### config.mk
export PLATFORM = sky130hd
export DESIGN_NAME = bcd_serial_converter
export DESIGN_NICKNAME = d
export VERILOG_FILES = /design/src/rtl/bcd_serial_converter.sv
export SDC_FILE = /design/constraint.sdc
export NUM_CORES = 1
export LEC_CHECK = 0
export ABC_CLOCK_PERIOD_IN_PS = 1800
export BUFFER_PORTS_ARGS = -buffer_cell sky130_fd_sc_hd__buf_2
export CAP_MARGIN = 20
export CORE_MARGIN = 5
export CORE_UTILIZATION = 54
export CTS_BUF_LIST = sky130_fd_sc_hd__clkbuf_4
export CTS_CLUSTER_SIZE = 40
export DETAILED_ROUTE_END_ITERATION = 12
export PLACE_DENSITY = 0.78
export SLEW_MARGIN = 0
export SYNTH_ARGS = -nofsm -noshare
export SYNTH_HDL_FRONTEND = slang
export SYNTH_SLANG_ARGS = --single-unit
### constraint.sdc
create_clock -name clock -period 1.8 [get_ports clock]
set_input_delay 0.45 -clock clock [delete_from_list [all_inputs] [get_ports clock]]
set_output_delay 0.45 -clock clock [all_outputs]
set_load 0.05 [all_outputs]
### src/rtl/bcd_serial_converter.sv
// Binary-to-BCD converter using shift-add-3 (double dabble), one input bit per clock.
// start/busy/done handshake; bcd_out and overflow hold until the next conversion finishes.
module bcd_serial_converter #(
    parameter int BIN_WIDTH = 16,
    parameter int DIGITS    = 5
) (
    input  logic                  clock,
    input  logic                  reset_n,
    input  logic                  start,
    input  logic [BIN_WIDTH-1:0]  bin_in,
    output logic                  busy,
    output logic                  done,
    output logic [4*DIGITS-1:0]   bcd_out,
    output logic                  overflow
);

    localparam int CNT_W = $clog2(BIN_WIDTH + 1);
    localparam int ACC_W = 4 * DIGITS;

    typedef enum logic [0:0] {
        IDLE  = 1'b0,
        SHIFT = 1'b1
    } state_t;

    // Each digit >= 5 gets +3; the result is at most 12, so digits never carry into each other.
    function automatic logic [ACC_W-1:0] dabble_adjust(input logic [ACC_W-1:0] a);
        logic [ACC_W-1:0] r;
        r = a;
        for (int k = 0; k < DIGITS; k++) begin
            if (a[4*k +: 4] >= 4'd5) begin
                r[4*k +: 4] = a[4*k +: 4] + 4'd3;
            end else begin
                r[4*k +: 4] = a[4*k +: 4];
            end
        end
        return r;
    endfunction

    state_t               state_r, state_s;
    logic [BIN_WIDTH-1:0] bin_sr_r, bin_sr_s;
    logic [ACC_W-1:0]     acc_r, acc_s;
    logic                 ovf_acc_r, ovf_acc_s;
    logic [CNT_W-1:0]     cnt_r, cnt_s;
    logic                 busy_r, busy_s;
    logic                 done_r, done_s;
    logic [ACC_W-1:0]     bcd_r, bcd_s;
    logic                 overflow_r, overflow_s;

    logic [ACC_W-1:0]     adj_s;
    logic [ACC_W-1:0]     acc_shift_s;
    logic                 carry_s;
    logic                 last_shift_s;

    assign adj_s        = dabble_adjust(acc_r);
    assign carry_s      = adj_s[ACC_W-1];
    assign acc_shift_s  = {adj_s[ACC_W-2:0], bin_sr_r[BIN_WIDTH-1]};
    assign last_shift_s = (cnt_r == CNT_W'(BIN_WIDTH - 1));

    // State and datapath registers.
    always_ff @(posedge clock or negedge reset_n) begin
        if (!reset_n) begin
            state_r    <= IDLE;
            bin_sr_r   <= {BIN_WIDTH{1'b0}};
            acc_r      <= {ACC_W{1'b0}};
            ovf_acc_r  <= 1'b0;
            cnt_r      <= {CNT_W{1'b0}};
            busy_r     <= 1'b0;
            done_r     <= 1'b0;
            bcd_r      <= {ACC_W{1'b0}};
            overflow_r <= 1'b0;
        end else begin
            state_r    <= state_s;
            bin_sr_r   <= bin_sr_s;
            acc_r      <= acc_s;
            ovf_acc_r  <= ovf_acc_s;
            cnt_r      <= cnt_s;
            busy_r     <= busy_s;
            done_r     <= done_s;
            bcd_r      <= bcd_s;
            overflow_r <= overflow_s;
        end
    end

    // Next-state logic.
    always_comb begin
        state_s = state_r;
        case (state_r)
            IDLE: begin
                if (start) begin
                    state_s = SHIFT;
                end else begin
                    state_s = IDLE;
                end
            end
            SHIFT: begin
                if (last_shift_s) begin
                    state_s = IDLE;
                end else begin
                    state_s = SHIFT;
                end
            end
            default: state_s = IDLE;
        endcase
    end

    // Datapath and registered-output next values; done defaults low so it is a single-cycle pulse.
    always_comb begin
        bin_sr_s   = bin_sr_r;
        acc_s      = acc_r;
        ovf_acc_s  = ovf_acc_r;
        cnt_s      = cnt_r;
        busy_s     = busy_r;
        done_s     = 1'b0;
        bcd_s      = bcd_r;
        overflow_s = overflow_r;
        case (state_r)
            IDLE: begin
                if (start) begin
                    bin_sr_s  = bin_in;
                    acc_s     = {ACC_W{1'b0}};
                    ovf_acc_s = 1'b0;
                    cnt_s     = {CNT_W{1'b0}};
                    busy_s    = 1'b1;
                end else begin
                    busy_s    = 1'b0;
                end
            end
            SHIFT: begin
                bin_sr_s  = {bin_sr_r[BIN_WIDTH-2:0], 1'b0};
                acc_s     = acc_shift_s;
                ovf_acc_s = ovf_acc_r | carry_s;
                cnt_s     = cnt_r + CNT_W'(1);
                if (last_shift_s) begin
                    bcd_s      = acc_shift_s;
                    overflow_s = ovf_acc_r | carry_s;
                    done_s     = 1'b1;
                    busy_s     = 1'b0;
                end else begin
                    busy_s     = 1'b1;
                end
            end
            default: begin
                busy_s = 1'b0;
            end
        endcase
    end

    assign busy     = busy_r;
    assign done     = done_r;
    assign bcd_out  = bcd_r;
    assign overflow = overflow_r;

endmodule

==> qor.log <==
qor: sta.finalMaxSlewViolations 0
qor: synth.mappedNetlistNets 392
qor: final_layout.num_antenna_cells 0
qor: die.pin_count 42
qor: synth.yosys.area.top_type dfrtp_1
qor: cts.insertion_delay 0.43 ns
qor: sta.achievable-frequency 575 MHz
qor: synth.yosys-top-cells-area dfrtp_1 (48%), nand2_1 (6.6%), o21ai_0 (5.0%), mux2i_1 (4.7%), ha_1 (4.4%)
qor: cts.cts_tree done
qor: setup_path.crit_fanout 6
qor: setup_path.cp.required 2.18 ns
qor: cts.clockBufferDepth 2
qor: power.power_density 1830 nW/um^2
qor: sta.timing.max_slew.rel_slack 0.681
qor: route.drc 0
qor: route.drtIter0Drc 194
qor: setup_path.worstSetupStartpointType flip-flop
qor: global_routing.globalRoute.totalOverflow 0
qor: global_routing.grt_pass1_wl 13,700 um
qor: status.run_status finished, final reports clean
qor: sta.hold_viol_final 0
qor: route.viasPerCell 5.95
qor: global_routing.antenna_found_initial 0
qor: synth.number_of_synthesized_flops_with_an_enable_pin 0
qor: die.die_width 89.6 um
qor: synth.ys_ff_latch 65
qor: flow_run.maximum_capacitance_violations 0
qor: die.floorplan.initialDensity 0.549
qor: sta.finalCriticalPeriod 1.74 ns
qor: synth.synth_cell_types 37
qor: synth.seq_area_frac_synth 0.475
qor: hold_path.worst_hold_path_type primary input to asynchronous set/reset pin
qor: power.cellLeakagePower 0.00181 uW
qor: setup_path.crit_reg_reg_startpoint cnt_r[1]$_DFFE_PN0P_
qor: final_layout.finish.net_count 443
qor: synth.netlist_area 3420 um^2
qor: sta.hold_ws 0.0168 ns
qor: global_routing.grt_start_max_net_pins 66
qor: route.vias 2,938
qor: cts.cts_made_buffers 9
qor: place.port_buffers 41
qor: sta.timing.final.crit_share 0.966
qor: power.peakVddDrop 1010 uV
qor: final_layout.share_of_layout_cells_above_drive_strength_1 0.221
qor: synth.cells_after_synth 361
qor: sta.finalSetupViolations 0
qor: global_routing.overall_global_routing_resource_usage 0.224
qor: cts.cts-htree-levels 3
qor: setup_path.critical_path_arrival 2.12 ns
qor: die.std_cell_rows 29
qor: final_layout.synthesis_to_finish_area_growth 17.7%
qor: synth.synth_top_area_frac 0.475
qor: route.drt-wirelength-per-cell 16.4 um
qor: cts.number_of_hold_buffers_added_after_cts 0
qor: die.dieHeight 89.6 um
qor: synth.syn_warnings 0
qor: setup_path.reg2reg_slack 0.06 ns
qor: cts.tritoncts_num_sinks 65
qor: setup_path.worst_setup_path_end_kind flip-flop
qor: route.finalWirelength 8100 um
qor: sta.measured_slew_at_the_worst_slew_check_pin 0.473 ns
qor: setup_path.rr_worst_depth 7
qor: die.core 6240 um^2
qor: setup_path.timing.setup.critical_path_class flip-flop to flip-flop
qor: place.dp_hpwl 5260 um
qor: global_routing.first_global_vias 2,885
qor: cts.clk_root_buf clkbuf_4
qor: final_layout.finish.utilization 0.646
qor: route.drtPass1Iterations 4
qor: synth.most_used_flip_flop_cell_after_synthesis dfrtp_1
qor: route.count_of_nets_left_with_antenna_violations_after_detail_routing 0
qor: synth.synthArstFlopShare 1.00
qor: sta.clock_skew 0.0160 ns
qor: synth.synthesis.area_per_instance 9.48 um^2
qor: cts.clk_pin_slew 0.12 ns
qor: die.die_area 8030 um^2
qor: setup_path.timing.rr.end bcd_out[16]$_DFFE_PN0P_
qor: place.gpl_congestion 0.842
qor: final_layout.n_fill_cell 506
worst max-delay path, cell delays in order (launching register included):
cell and delay, ns:
dfrtp_1 0.37, ha_2 0.19, and3_4 0.19, ha_4 0.16
nand2_8 0.08, buf_12 0.15, or4_4 0.49, nand3_1 0.07
Yosys cell counts, drive strengths merged (2+ instances only):
cell	number
nand4	2
a31oi	6
clkinv	2
a21oi	5
ha	12
o32a	2
nand2	61
nor2	4
o31ai	11
a311o	4
o22ai	7
nand3	23
nor3b	5
a32oi	4
or4	4
mux2i	16
nor3	4
clkbuf	16
inv	12
o311ai	5
nor4	4
nand2b	6
buf	14
a211oi	5
dfrtp	65
o21ai	34
a21boi	5
a2111o	10
nor2b	8
state kept, by name, summed over array words and instances, names as in the netlist:
register,count
acc_r,20
bcd_out,20
bin_sr_r,16
cnt_r,5
busy,1
done,1
overflow,1
ovf_acc_r,1
logic make-up (layout without fill, tap and decap cells):
group / Yosys count / after routing / share of synthesized area
and+or+nand+nor: 123 / 123 / 0.171
AOI/OAI and AO/OA: 99 / 99 / 0.203
DFF: 65 / 65 / 0.475
buffers and inverters: 44 / 100 / 0.0548
muxes: 16 / 16 / 0.0468
adders and majority gates: 12 / 12 / 0.0439
xor gates and xnor gates: 2 / 2 / 0.00512
stage by stage:
stage               setup TNS, ns  cell area [um^2]  worst slack (ns)  total power (uW)  instances
finish                          0              4030            0.0604              7390        494
detailed placement         -0.254              3760           -0.0840              6320        467
global route              -0.0141              4030          -0.00961              7970        494
floorplan                       0              3420            0.0215              5360        361
global placement                0              3760            0.0246              6170        467
CTS                             0              4000            0.0359              7350        493
layout by cell type (no fill, tap or decap), drive strengths merged, types with 2 or more instances in the layout:
cell type	netlist	routed
a2111o	10	10
a211oi	5	5
a21boi	5	5
a21oi	5	5
a311o	4	4
a31oi	6	6
a32oi	4	4
buf	14	69
clkbuf	16	10
clkinv	2	7
clkinvlp	0	2
dfrtp	65	65
ha	12	12
inv	12	11
mux2i	16	16
nand2	61	61
nand2b	6	6
nand3	23	23
nand4	2	2
nor2	4	4
nor2b	8	8
nor3	4	4
nor3b	5	5
nor4	4	4
o21ai	34	34
o22ai	7	7
o311ai	5	5
o31ai	11	11
o32a	2	2
or4	4	4
layout make-up:
type                    instances  area [um^2]  area share
repair buffers                 69          460       0.114
multi-input cells             252         1660       0.411
flip-flops and latches         65         1630       0.404
clock buffers                  10         75.1      0.0186
repair inverters                1         7.51     0.00186
well taps                      77         96.3      0.0239
clock inverters                 6         48.8      0.0121
inverters                      14         56.3      0.0140
per-layer routing:
metal,GRT usage,vias to the layer above,part of all wire
met5,0,-,0
met4,0.127,0,0.030
met3,0.0493,23,0.056
met2,0.365,87,0.49
met1,0.275,1398,0.43
li1,-,1430,-
how the worst max path moves through the flow:
stage	start	endpoint	slack [ns]
6_report	cnt_r[1]$_DFFE_PN0P_	bcd_out[16]$_DFFE_PN0P_	0.06
5_1_grt	cnt_r[0]$_DFFE_PN0P_	bcd_out[17]$_DFFE_PN0P_	-0.01
4_1_cts	cnt_r[1]$_DFFE_PN0P_	bcd_out[8]$_DFFE_PN0P_	0.04
3_5_place_dp	cnt_r[0]$_DFFE_PN0P_	bcd_out[1]$_DFFE_PN0P_	-0.08
3_3_place_gp	cnt_r[0]$_DFFE_PN0P_	bcd_out[8]$_DFFE_PN0P_	0.02
2_1_floorplan	cnt_r[0]$_DFFE_PN0P_	bcd_out[13]$_DFFE_PN0P_	0.02
what timing repair did:
item	in CTS	in global routing
pin swaps	2	8
cloned	1	0
gates resized for setup	9	7
buffers inserted	9	1
endpoints found under the setup margin	9	10
where the power goes:
| group | switching [uW] | internal (uW) | leakage [uW] |
|---|---|---|---|
| registers | 597 | 2100 | 0.000808 |
| clock network | 534 | 417 | 0.0000680 |
| logic | 2430 | 1310 | 0.000938 |
| total | 3560 | 3820 | 0.00181 |
No activity file was read; power rests on OpenSTA's default activity.
